--- config.mk ---
export PLATFORM = sky130hd
export DESIGN_NAME = qam16_pulse_shaper
export DESIGN_NICKNAME = d
export VERILOG_FILES = /design/src/rtl/qam16_pkg.sv /design/src/rtl/qam16_fir_branch.sv /design/src/rtl/qam16_pulse_shaper.sv
export SDC_FILE = /design/constraint.sdc
export NUM_CORES = 1
export LEC_CHECK = 0
export CAP_MARGIN = 15
export CORE_MARGIN = 2
export CORE_UTILIZATION = 50
export CTS_CLUSTER_DIAMETER = 100
export DETAILED_ROUTE_END_ITERATION = 8
export PLACE_DENSITY = 0.66
export SYNTH_ARGS = -nofsm -noshare
export SYNTH_HDL_FRONTEND = slang
export SYNTH_SLANG_ARGS = --single-unit
--- constraint.sdc ---
create_clock -name clk -period 9.4 [get_ports clk]
set_input_delay 1.41 -clock clk [delete_from_list [all_inputs] [get_ports clk]]
set_output_delay 1.41 -clock clk [all_outputs]
set_load 0.02 [all_outputs]
--- src/rtl/qam16_pkg.sv ---
// qam16_pkg: shared QAM16 widths, sample types, pulse-shaping coefficients and output scaling.
// Optional QAM16_PS_ROUND_EN selects round-half-up instead of truncation in scale().
package qam16_pkg;
  localparam int IN_W = 4;
  localparam int COEF_W = 8;
  localparam int NTAPS = 16;
  localparam int ACC_W = 16;
  localparam int SHIFT = 4;
  localparam int OUT_W = ACC_W - SHIFT;
  localparam int PROD_W = IN_W + COEF_W;
  typedef logic signed [IN_W-1:0] sample_t;
  typedef logic signed [COEF_W-1:0] coef_t;
  typedef logic signed [PROD_W-1:0] prod_t;
  typedef logic signed [ACC_W-1:0] acc_t;
  typedef logic signed [OUT_W-1:0] out_t;
  localparam coef_t COEF [0:NTAPS-1] = '{
    -8'sd1, -8'sd3, -8'sd4, 8'sd0, 8'sd12, 8'sd30, 8'sd50, 8'sd64,
    8'sd64, 8'sd50, 8'sd30, 8'sd12, 8'sd0, -8'sd4, -8'sd3, -8'sd1
  };
  // The accumulator has headroom for the rounding offset, so no saturation is needed.
  function automatic out_t scale(acc_t acc);
`ifdef QAM16_PS_ROUND_EN
    acc_t r = acc + acc_t'(2 ** (SHIFT - 1));
`else
    acc_t r = acc;
`endif
    return out_t'(r >>> SHIFT);
  endfunction
endpackage

--- src/rtl/qam16_fir_branch.sv ---
// qam16_fir_branch: one rail of the 16-tap pulse shaper: delay line, product regs, adder, output reg.
// Output scaling follows QAM16_PS_ROUND_EN via qam16_pkg::scale.
module qam16_fir_branch
  import qam16_pkg::*;
(
  input  logic                    clk,
  input  logic                    reset,
  input  logic                    in_valid,
  input  logic signed [IN_W-1:0]  din,
  output logic signed [OUT_W-1:0] dout,
  output logic                    out_valid
);
  sample_t tap_q [NTAPS];
  sample_t tap_d [NTAPS];
  prod_t prod_q [NTAPS];
  prod_t prod_d [NTAPS];
  acc_t acc_q, acc_d;
  out_t dout_q, dout_d;
  logic [2:0] vld_q, vld_d;
  logic out_valid_q, out_valid_d;
  always_comb begin
    tap_d[0] = in_valid ? din : tap_q[0];
    for (int k = 1; k < NTAPS; k++) tap_d[k] = in_valid ? tap_q[k-1] : tap_q[k];
    for (int k = 0; k < NTAPS; k++) prod_d[k] = prod_t'(tap_q[k]) * prod_t'(COEF[k]);
    acc_d = '0;
    for (int k = 0; k < NTAPS; k++) acc_d = acc_d + acc_t'(prod_q[k]);
    vld_d = {vld_q[1:0], in_valid};
    out_valid_d = vld_q[2];
    dout_d = vld_q[2] ? scale(acc_q) : dout_q;
  end
  // Data stages run every cycle; only the valid chain decides when the output register loads.
  always_ff @(posedge clk or negedge reset) begin
    if (!reset) begin
      tap_q <= '{default: '0};
      prod_q <= '{default: '0};
      acc_q <= '0;
      dout_q <= '0;
      vld_q <= '0;
      out_valid_q <= 1'b0;
    end else begin
      tap_q <= tap_d;
      prod_q <= prod_d;
      acc_q <= acc_d;
      dout_q <= dout_d;
      vld_q <= vld_d;
      out_valid_q <= out_valid_d;
    end
  end
  assign dout = dout_q;
  assign out_valid = out_valid_q;
endmodule

--- src/rtl/qam16_pulse_shaper.sv ---
// qam16_pulse_shaper: I/Q raised-cosine pulse shaper downstream of the QAM16 upsampler.
// Define QAM16_PS_ROUND_EN for round-half-up output scaling; default truncates.
module qam16_pulse_shaper
  import qam16_pkg::*;
(
  input  logic                    clk,
  input  logic                    reset,
  input  logic                    in_valid,
  input  logic signed [IN_W-1:0]  iup,
  input  logic signed [IN_W-1:0]  qup,
  output logic signed [OUT_W-1:0] i_shaped,
  output logic signed [OUT_W-1:0] q_shaped,
  output logic                    out_valid
);
  logic i_vld, q_vld;
  qam16_fir_branch u_i (
    .clk(clk), .reset(reset), .in_valid(in_valid), .din(iup), .dout(i_shaped), .out_valid(i_vld)
  );
  qam16_fir_branch u_q (
    .clk(clk), .reset(reset), .in_valid(in_valid), .din(qup), .dout(q_shaped), .out_valid(q_vld)
  );
  // Both rails share in_valid and reset, so their valid chains are identical.
  assign out_valid = i_vld & q_vld;
endmodule

# Yosys cells after proc, flatten, opt, wreduce, memory -nomap -nowiden
# Index checks and enable logic that the tools add are counted.
# classes
n_shift	0
n_addsub	34
reduce_logical	0
bitwise	1
n_mul	16
div	0
eq_ne	0
n_mux	0
magnitude_cmp	0
# ops
op	n
16-bit by 10-bit adder with 16-bit output	8
16-bit by 11-bit adder with 16-bit output	4
16-bit by 12-bit adder with 16-bit output	4
4-bit by 3-bit multiplier with 7-bit output (second input constant)	8
4-bit negator with 12-bit output	4
4-bit by 6-bit multiplier with 10-bit output (second input constant)	4
4-bit negator with 10-bit output	4
4-bit by 5-bit multiplier with 9-bit output (second input constant)	4
16-bit by 7-bit adder with 16-bit output	2
16-bit by 9-bit adder with 16-bit output	2
14-bit by 9-bit adder with 15-bit output	2
13-bit by 12-bit adder with 14-bit output	2
12-bit by 7-bit adder with 13-bit output	2
1-bit bitwise AND	1
# word_totals
mem_bits_ro	0
n_memories	0
out_inout_bits	25
ram_bits	0
wordCells	119
input_bits	11
ff_bits	428
latch_bits	0

# Longest topological paths before layout
# Gate-level depths: netlist of run 1.
# depth
ltp_word	13
ltp_mapped	27
depth_no_buf	27

# Cells and area by module
# Synthesis of run 1 repeated with hierarchy kept, for this count alone.
# unflattened
hier_cells	1881
hier_area_um2	23397.4
# modules_own_cells
mod	seq_area_each_um2	area_each_um2	cells_each	instances
qam16_fir_branch at u_q	4954.8	11696.2	940	1
qam16_fir_branch at u_i	4954.8	11695.0	940	1
qam16_pulse_shaper	0.0	6.3	1	1

# Worst setup path before layout of run 1
# OpenSTA, ideal clock, no wires.
# synth_timing
path_kind	reg-to-reg
startpoint	reg u_i.prod_q[134] in the netlist's numbering
endpoint	reg u_i.acc_q[15]
setup_ns	0.125
path_slack_ns	2.497
path_stages_with_launch	27
n_path_buf	0
required_time_ns	9.275
synth_period_minus_slack_ns	6.903
arrival_ns	6.777
path_cell_list	dfrtp_1 fa_1 inv_1 fa_1 inv_1 ha_1 inv_1 fa_1 nor2b_1 o31a_2 o31a_1 o21a_1 nor2_1 xnor2_1 fa_1 inv_1 fa_1 fa_1 fa_1 fa_1 inv_1 ha_1 or3_1 o22a_1 a31oi_1 o21ai_0 xnor2_1
# synth_between
elab_chain_len	11
# synth_lines
element	line_no	rtl
from (decl)	qam16_fir_branch.sv:15	prod_t prod_q [NTAPS];
from (signal assigned)	qam16_fir_branch.sv:42	prod_q <= prod_d;
14-bit by 9-bit adder with 15-bit output	qam16_fir_branch.sv:26	for (int k = 0; k < NTAPS; k++) acc_d = acc_d + acc_t'(prod_q[k]);
16-bit by 10-bit adder with 16-bit output	qam16_fir_branch.sv:26	
16-bit by 11-bit adder with 16-bit output	qam16_fir_branch.sv:26	
16-bit by 10-bit adder with 16-bit output (2 in series)	qam16_fir_branch.sv:26	
16-bit by 11-bit adder with 16-bit output	qam16_fir_branch.sv:26	
16-bit by 10-bit adder with 16-bit output	qam16_fir_branch.sv:26	
16-bit by 9-bit adder with 16-bit output	qam16_fir_branch.sv:26	
16-bit by 12-bit adder with 16-bit output	qam16_fir_branch.sv:26	
16-bit by 7-bit adder with 16-bit output	qam16_fir_branch.sv:26	
16-bit by 12-bit adder with 16-bit output	qam16_fir_branch.sv:26	
via u_i.acc_d[15]	qam16_fir_branch.sv:17	acc_t acc_q, acc_d;
to (signal assigned)	qam16_fir_branch.sv:36	acc_q <= '0;
to (signal assigned)	qam16_fir_branch.sv:43	acc_q <= acc_d;
to (decl)	qam16_fir_branch.sv:17	
# The timed path passes the listed nets, and every way through them passes these cells.
# A chain may end at the register's enable or synchronous reset.

# Final worst setup path of run 1
# layout_timing
startpoint	reg u_i.prod_q[134] in the netlist's numbering
endpoint	reg u_i.acc_q[14]
# Same word-level chain as after synthesis.

==> summary.md, run 1 <==
| Metric | Value |
|---|---|
| Detailed placer's ending HPWL | `32900 um` |
| Arrival time of the worst setup path | `7.78 ns` |
| End of the critical path | `u_i.acc_q[14]` |
| Endpoint of the worst-slack reg-to-reg timing path | `u_i.acc_q[14]` |
| Chip height | `221 um` |
| Layout Utilization | `56.1%` |
| Later-pin clock latency in the skew report | `0.56 ns` |
| Share of layout cells above drive strength 1 | `9.18%` |
| CTS tree | `built` |
| Number of placement rows | `79` |
| Worst slew margin relative to its limit | `34.1%` |
| Residual DRC count | `1` |
| Largest driver fanout on the critical path | `3` |
| Maximum level of the CTS H-tree | `2` |
| Mean Syn Cell Area | `12.5 um^2` |
| First-pass GRT wire length | `73000 um` |
| Top area cells in the synthesized netlist | `sky130_fd_sc_hd__dfrtp_1, sky130_fd_sc_hd__fa_1, sky130_fd_sc_hd__ha_1` |
| Startpoint type of the worst setup path | `register` |
| Count of different cell masters after synthesis | `46` |
| Kind of end point of the critical path | `register` |
| Type of the worst setup path | `register to register` |
| Placed Cells | `2510` |
| Fin crit share | `77.8%` |
| Worst hold path type | `register to register` |
| Flops & latches, synth | `392` |
| Clock Tree Buf Depth | `3` |
| Final max-slew violation count | `0` |
| Max Clock Skew | `0.0127 ns` |
| Synthesized instance count | `1888` |
| CTS Hold Buffers Added | `0` |
| Violated checks | `design-rule violations` |
| Critical Path Source | `u_i.prod_q[134]` |
| Slew at the pin closest to its max-slew limit | `0.989 ns` |
| Maximum Capacitance Violations | `0` |
| Post-route insts no fill | `2590` |
| Resized Gates After CTS | `0` |
| Detailed router's first-iteration violation count | `711` |
| Remaining global-route overflow | `0` |
| Clock transition at the registers of the reported paths | `0.06 ns` |
| Count of inserted antenna diode cells | `0` |
| Upper clock frequency limit | `137 MHz` |
| Number of buffer and inverter instances along the worst setup path | `5` |
| Most common cell after layout, fill and taps aside | `sky130_fd_sc_hd__inv_1` |
| Unrepaired setup endpoints after global routing | `false` |
| Stages on worst setup path | `27` |
| Most numerous cell on the critical path | `sky130_fd_sc_hd__fa_1` |
| Count of input and output buffers | `35` |
| Routed length per placed instance | `16.4 um` |
| # clock sinks | `392` |
| Count of vias placed by the detailed router | `12700` |
| Root buf cell | `sky130_fd_sc_hd__clkbuf_16` |
| Number of antenna violations at the first check in global routing | `0` |
| Wirelength, routed | `42500 um` |
| Shortest clock period the worst path allows after layout | `7.31 ns` |
| Post-synth ARST share | `100%` |
| Global-route usage over all layers | `18.8%` |
| Launching point of the worst reg2reg path | `u_i.prod_q[134]` |
| Post-synth design cell area | `23600 um^2` |
| Die span in x | `221 um` |
| Via-to-Cell Ratio | `4.91` |
| Highest-delay cell along the critical path | `sky130_fd_sc_hd__fa_1` |
| Yosys warnings | `0` |
| Critical path's top delay family | `adder cells` |
| Highest-count cells in the layout ignoring fill and taps | `sky130_fd_sc_hd__inv_1, sky130_fd_sc_hd__dfrtp_1, sky130_fd_sc_hd__fa_1` |
| Final hold violation count | `0` |
| Hold path startpoint | `u_q.vld_q[0]` |
| Synth Net Count | `2404` |
| Finish-stage setup viols | `0` |
| Post-CTS repair timing setup buffer count | `0` |
| Area share of the largest cell type after synthesis | `41.5%` |
| Number of global-route vias before repair | `14000` |
| Number of buffers added by the clock tree synthesis step | `43` |
| R2R Setup Slk | `2.09 ns` |
| Portion of the post-synthesis area used by sequential elements | `41.5%` |
| Die area | `49000 um^2` |
| Placer Congestion | `0.865` |
| Total I/O pin count | `36` |
| Synthesis-to-finish area growth | `10.8%` |
| Main flop type after synthesis | `sky130_fd_sc_hd__dfrtp_1` |
| CP required | `9.87 ns` |
| Antenna-violating nets left | `0` |
| Largest stage delay on the critical path | `0.54 ns` |
| Core region area | `46700 um^2` |
| Number of iterations in the first detailed-routing pass | `6` |
| Cell accounting for the most synthesized area | `sky130_fd_sc_hd__dfrtp_1` |
| Initial standard-cell utilization of the core | `50.7%` |
| Run status | `finished, violations left` |
| Final total negative setup slack | `0 ns` |
| Largest net degree at the start of global routing | `155` |
| Total of fill cells in the finished design | `3889` |
| Post-synth EDFFs | `0` |
| Nets | `2465` |
| Number of cells on the worst reg-to-reg path | `27` |
==> cell type report <==
cell class | instances | area [um^2] | share of cell area (%)
Clock inverter | 17 | 225 | 0.860
Sequential cell | 392 | 9810 | 37.4
Timing Repair Buffer | 40 | 414 | 1.58
Tap cell | 607 | 759 | 2.90
Inverter | 406 | 1520 | 5.82
Multi-Input combinational cell | 1066 | 12200 | 46.6
Clock buffer | 62 | 1250 | 4.77
==> per-layer routing <==
| metal | vias up | track usage (%) | wire length (um) |
|---|---|---|---|
| met5 | - | 0 | 0 |
| met4 | 0 | 3.99 | 731 |
| met3 | 60 | 3.70 | 1740 |
| met2 | 153 | 29.5 | 19500 |
| met1 | 6501 | 27.4 | 20600 |
| li1 | 6002 | - | - |
==> Yosys cell counts (2+ instances only) <==
cell type,n
sky130_fd_sc_hd__a211oi_1,2
sky130_fd_sc_hd__a21o_1,20
sky130_fd_sc_hd__a21oi_1,44
sky130_fd_sc_hd__a31o_2,6
sky130_fd_sc_hd__a31oi_1,9
sky130_fd_sc_hd__and2_1,5
sky130_fd_sc_hd__and3_1,2
sky130_fd_sc_hd__and4b_1,2
sky130_fd_sc_hd__buf_1,4
sky130_fd_sc_hd__buf_2,3
sky130_fd_sc_hd__clkbuf_1,17
sky130_fd_sc_hd__dfrtp_1,392
sky130_fd_sc_hd__fa_1,272
sky130_fd_sc_hd__ha_1,233
sky130_fd_sc_hd__inv_1,406
sky130_fd_sc_hd__mux2_2,95
sky130_fd_sc_hd__nand2_1,87
sky130_fd_sc_hd__nand2b_1,2
sky130_fd_sc_hd__nand3_1,11
sky130_fd_sc_hd__nand4_1,2
sky130_fd_sc_hd__nor2_1,44
sky130_fd_sc_hd__nor2b_1,8
sky130_fd_sc_hd__o21a_1,7
sky130_fd_sc_hd__o21ai_0,82
sky130_fd_sc_hd__o21bai_1,3
sky130_fd_sc_hd__o31ai_1,4
sky130_fd_sc_hd__or3_1,4
sky130_fd_sc_hd__xnor2_1,82
sky130_fd_sc_hd__xor2_1,23
==> state kept, by name, summed over array words and instances, names as in the netlist <==
name	flops
u_i.acc_q	12
u_q.dout	12
u_i.out_valid	1
u_i.dout	12
u_q.vld_q	2
u_q.acc_q	12
u_i.tap_q	64
u_q.tap_q	64
u_q.prod_q	106
u_i.prod_q	106
u_i.vld_q	1
==> worst min-delay path by stage <==
| stage | endpoint | slack, ns | cells past startpoint |
|---|---|---|---|
| floorplan | u_i.vld_q[2] | 0.33 | 0 |
| global placement | u_i.vld_q[2] | 0.33 | 0 |
| detailed placement | u_q.vld_q[1] | 0.33 | 0 |
| CTS | u_q.vld_q[1] | 0.35 | 0 |
| global route | u_q.vld_q[1] | 0.35 | 0 |
| finish | u_q.vld_q[1] | 0.35 | 0 |
==> logic make-up after synthesis <==
group | Yosys count | synth area share (%)
fa+ha+maj | 505 | 35.4
simple gates | 173 | 3.20
xor+xnor | 105 | 3.89
buf+inv | 430 | 6.84
mux | 95 | 4.53
compound gates | 188 | 4.69
flops | 392 | 41.5
==> worst register-to-register path, stage by stage (launching register included) <==
cell,delay (ns)
sky130_fd_sc_hd__dfrtp_1,0.38
sky130_fd_sc_hd__fa_1,0.54
sky130_fd_sc_hd__inv_1,0.05
sky130_fd_sc_hd__fa_1,0.49
sky130_fd_sc_hd__inv_1,0.04
sky130_fd_sc_hd__ha_1,0.21
sky130_fd_sc_hd__inv_1,0.07
sky130_fd_sc_hd__fa_1,0.19
sky130_fd_sc_hd__nor2b_1,0.07
sky130_fd_sc_hd__o31a_2,0.30
sky130_fd_sc_hd__o31a_1,0.28
sky130_fd_sc_hd__o21a_1,0.19
sky130_fd_sc_hd__nor2_1,0.11
sky130_fd_sc_hd__xnor2_1,0.09
sky130_fd_sc_hd__fa_1,0.48
sky130_fd_sc_hd__inv_1,0.06
sky130_fd_sc_hd__fa_1,0.50
sky130_fd_sc_hd__fa_1,0.54
sky130_fd_sc_hd__fa_1,0.54
sky130_fd_sc_hd__fa_1,0.54
sky130_fd_sc_hd__inv_1,0.04
sky130_fd_sc_hd__ha_1,0.21
sky130_fd_sc_hd__or3_1,0.41
sky130_fd_sc_hd__nor2_1,0.14
sky130_fd_sc_hd__o21ai_0,0.15
sky130_fd_sc_hd__a31o_2,0.27
sky130_fd_sc_hd__a21oi_1,0.17
sky130_fd_sc_hd__xnor2_1,0.15
==> metrics by stage <==
step,cell area (um^2),setup slack [ns],hold WS [ns]
5_1_grt,26200,1.75,0.354
3_3_place_gp,24700,2.27,0.333
2_1_floorplan,23600,2.50,0.331
4_1_cts,26200,2.06,0.349
3_5_place_dp,24700,2.12,0.335
6_report,26200,2.09,0.347
Power of run 1 is left out: the tool's default activity adds up to more than one toggle a clock period on the data nets, which glitch-free logic cannot reach.
==> inputs of run 2 (changes only) <==
--- a/config.mk
+++ b/config.mk
@@ -10,7 +10,7 @@
 export CORE_UTILIZATION = 50
 export CTS_CLUSTER_DIAMETER = 100
 export DETAILED_ROUTE_END_ITERATION = 8
-export PLACE_DENSITY = 0.66
+export PLACE_DENSITY = 0.69
 export SYNTH_ARGS = -nofsm -noshare
 export SYNTH_HDL_FRONTEND = slang
 export SYNTH_SLANG_ARGS = --single-unit
==> constraint.sdc (replaced) <==
create_clock -name clk -period 6.3 [get_ports clk]
set_input_delay 0.945 -clock clk [delete_from_list [all_inputs] [get_ports clk]]
set_output_delay 0.945 -clock clk [all_outputs]
set_load 0.02 [all_outputs]
==> summary.md, run 2 (synthesis results as in run 1) <==
| Metric | Value |
|---|---|
| Count of inserted antenna diode cells | `0 (unchanged)` |
| Final max-slew violation count | `0 (unchanged)` |
| Wirelength, routed | `43900 um (+3.2%)` |
| Most common cell after layout, fill and taps aside | `sky130_fd_sc_hd__dfrtp_1` |
| Core region area | `46700 um^2 (unchanged)` |
| Final setup margin | `-0.564 ns (-2.65 ns)` |
| Number of placement rows | `79 (unchanged)` |
| Maximum Capacitance Violations | `0 (unchanged)` |
| Unrepaired setup endpoints after global routing | `true` |
| Clock transition at the registers of the reported paths | `0.06 ns (about the same)` |
| Layer with the highest usage after global routing | `met2` |
| Die span in x | `221 um (unchanged)` |
| Remaining global-route overflow | `0 (unchanged)` |
| Worst hold path type | `register to register` |
| CTS Hold Buffers Added | `0 (unchanged)` |
| Type of the worst setup path | `register to register` |
| Maximum level of the CTS H-tree | `2 (unchanged)` |
| CTS tree | `built` |
| Clock Tree Buf Depth | `3 (unchanged)` |
| Later-pin clock latency in the skew report | `0.56 ns (about the same)` |
| Count of vias placed by the detailed router | `13100 (+3.2%)` |
| Synthesis-to-finish area growth | `16.8%` |
| Startpoint type of the worst setup path | `register` |
| Share of layout cells above drive strength 1 | `18.6% (+9.5 points)` |
| Residual DRC count | `2 (+1)` |
| Largest registers | `u_i.prod_q x106, u_q.prod_q x106` |
| Via-to-Cell Ratio | `4.89 (-0.39%)` |
| Count of input and output buffers | `35 (unchanged)` |
| Root buf cell | `sky130_fd_sc_hd__clkbuf_16` |
| Total of fill cells in the finished design | `3665 (-5.8%)` |
| Chip height | `221 um (unchanged)` |
| Total I/O pin count | `36 (unchanged)` |
| Upper clock frequency limit | `146 MHz (+6.5%)` |
| Largest driver fanout on the critical path | `3 (unchanged)` |
| Kind of end point of the critical path | `register` |
| # clock sinks | `392 (unchanged)` |
| Die area | `49000 um^2 (unchanged)` |
| Global-route met1 utilization | `27.3% (-0.075 points)` |
| Max Clock Skew | `0.0247 ns (+0.0120 ns)` |
| Routed length per placed instance | `16.4 um (-0.39%)` |
| CP required | `6.78 ns (-3.09 ns)` |
| Number of antenna violations at the first check in global routing | `1 (+1)` |
| Placer Congestion | `0.837 (-3.2%)` |
| Worst slew margin relative to its limit | `35.3% (+1.3 points)` |
| Initial standard-cell utilization of the core | `50.7% (unchanged)` |
| Nets | `2560 (+3.9%)` |
| Number of buffers added by the clock tree synthesis step | `42 (-2.3%)` |
| Violated checks | `design-rule violations, negative setup slack` |
| Detailed router's first-iteration violation count | `753 (+5.9%)` |
| Met2 GRT Util | `30.8% (+1.3 points)` |
| Largest net degree at the start of global routing | `176 (+14%)` |
| Layout Utilization | `59.2% (+3.1 points)` |
| Slew at the pin closest to its max-slew limit | `0.970 ns (-0.0190 ns)` |
| First-pass GRT wire length | `74700 um (+2.4%)` |
| Shortest clock period the worst path allows after layout | `6.86 ns (-0.446 ns)` |
| Run status | `finished, violations left` |
| Detailed placer's ending HPWL | `32900 um (about the same)` |
| Fin crit share | `109% (+31 points)` |
| Global-route usage over all layers | `19.1% (+0.30 points)` |
| Arrival time of the worst setup path | `7.34 ns (-0.44 ns)` |
| Number of global-route vias before repair | `14700 (+4.9%)` |
| Highest-count cells in the layout ignoring fill and taps | `sky130_fd_sc_hd__dfrtp_1, sky130_fd_sc_hd__inv_1, sky130_fd_sc_hd__fa_1` |
| Finish-stage setup viols | `14 (+14)` |
| Final hold violation count | `0 (unchanged)` |
| Antenna-violating nets left | `0 (unchanged)` |
| Number of iterations in the first detailed-routing pass | `9 (+3)` |
| Met3 Track Usage GR | `3.08% (-0.62 points)` |
==> run 2: changes by cell type in the layout (fill, tap and decap cells not counted), moves of 9 or more <==
cell and change:
sky130_fd_sc_hd__a21oi_1 -14, sky130_fd_sc_hd__a21oi_2 +11, sky130_fd_sc_hd__buf_4 +87, sky130_fd_sc_hd__buf_6 +9
sky130_fd_sc_hd__fa_1 -10, sky130_fd_sc_hd__fa_2 +10, sky130_fd_sc_hd__ha_1 -21, sky130_fd_sc_hd__ha_4 +18
sky130_fd_sc_hd__inv_1 -25, sky130_fd_sc_hd__inv_2 +24, sky130_fd_sc_hd__o21ai_0 -11, sky130_fd_sc_hd__o21ai_2 +9
==> run 2: cell type report <==
| type | instances | area (um^2) | share of cell area [%] |
|---|---|---|---|
| timing repair buffer | 136 | 1170 | 4.25 |
| inverter | 406 | 1530 | 5.53 |
| multi-input combinational | 1066 | 12800 | 46.3 |
| clock inverter | 21 | 340 | 1.23 |
| tap | 607 | 759 | 2.75 |
| sequential | 392 | 9810 | 35.5 |
| clock buffer | 55 | 1220 | 4.43 |
==> run 2: worst max-delay path: stages, from the launching register on <==
cell and delay [ns]:
sky130_fd_sc_hd__dfrtp_1 0.38, sky130_fd_sc_hd__fa_1 0.53, sky130_fd_sc_hd__inv_1 0.05, sky130_fd_sc_hd__fa_1 0.51, sky130_fd_sc_hd__inv_2 0.05, sky130_fd_sc_hd__ha_4 0.15
sky130_fd_sc_hd__inv_2 0.05, sky130_fd_sc_hd__fa_2 0.21, sky130_fd_sc_hd__nor2b_2 0.05, sky130_fd_sc_hd__o31a_2 0.30, sky130_fd_sc_hd__o31a_1 0.27, sky130_fd_sc_hd__o21a_1 0.19
sky130_fd_sc_hd__nor2_1 0.13, sky130_fd_sc_hd__xnor2_1 0.15, sky130_fd_sc_hd__fa_1 0.45, sky130_fd_sc_hd__inv_2 0.08, sky130_fd_sc_hd__fa_2 0.44, sky130_fd_sc_hd__fa_2 0.55
sky130_fd_sc_hd__fa_2 0.44, sky130_fd_sc_hd__fa_1 0.50, sky130_fd_sc_hd__inv_2 0.05, sky130_fd_sc_hd__ha_4 0.15, sky130_fd_sc_hd__or3_4 0.35, sky130_fd_sc_hd__o22a_1 0.26
sky130_fd_sc_hd__a31o_2 0.22, sky130_fd_sc_hd__a21oi_2 0.14, sky130_fd_sc_hd__xnor2_1 0.13
==> run 2: final timing paths <==
kind                                       from               to  slack, ns  cells past startpoint
worst min register to register     u_q.vld_q[0]     u_q.vld_q[1]       0.34                      0
max in group asynchronous                 reset  u_i.prod_q[166]       4.60                      2
worst max-delay path            u_i.prod_q[134]    u_i.acc_q[14]      -0.56                     26
worst min-delay path               u_q.vld_q[0]     u_q.vld_q[1]       0.34                      0
min in group asynchronous                 reset    u_q.tap_q[26]       0.37                      1
worst max register to register  u_i.prod_q[134]    u_i.acc_q[14]      -0.56                     26
==> run 2: timing repair <==
| action | in CTS | in global routing |
|---|---|---|
| cloned | 0 | 0 |
| resized for setup | 60 | 55 |
| pin swaps | 98 | 64 |
| setup buffers | 11 | 7 |
| setup endpoints to repair | 14 | 15 |
==> run 2: per-stage QoR <==
step | TNS (ns) | setup WS, ns | instances | hold slack, ns | area [um^2]
2_1_floorplan | -1.29 | -0.437 | 1888 | 0.331 | 23700
3_3_place_gp | -3.88 | -0.563 | 2593 | 0.332 | 25400
3_5_place_dp | -4.51 | -0.707 | 2593 | 0.336 | 25400
4_1_cts | -2.96 | -0.579 | 2679 | 0.338 | 27300
5_1_grt | -6.14 | -0.783 | 2683 | 0.343 | 27600
6_report | -3.18 | -0.564 | 2683 | 0.336 | 27600
==> run 2: per-layer routing <==
layer  share of wire [%]  wire [um]
met1                  46      20300
met2                  48      21100
met3                 3.7       1630
met4                 2.0        859
met5               0.030         13
Power of run 2 is left out for the same reason.
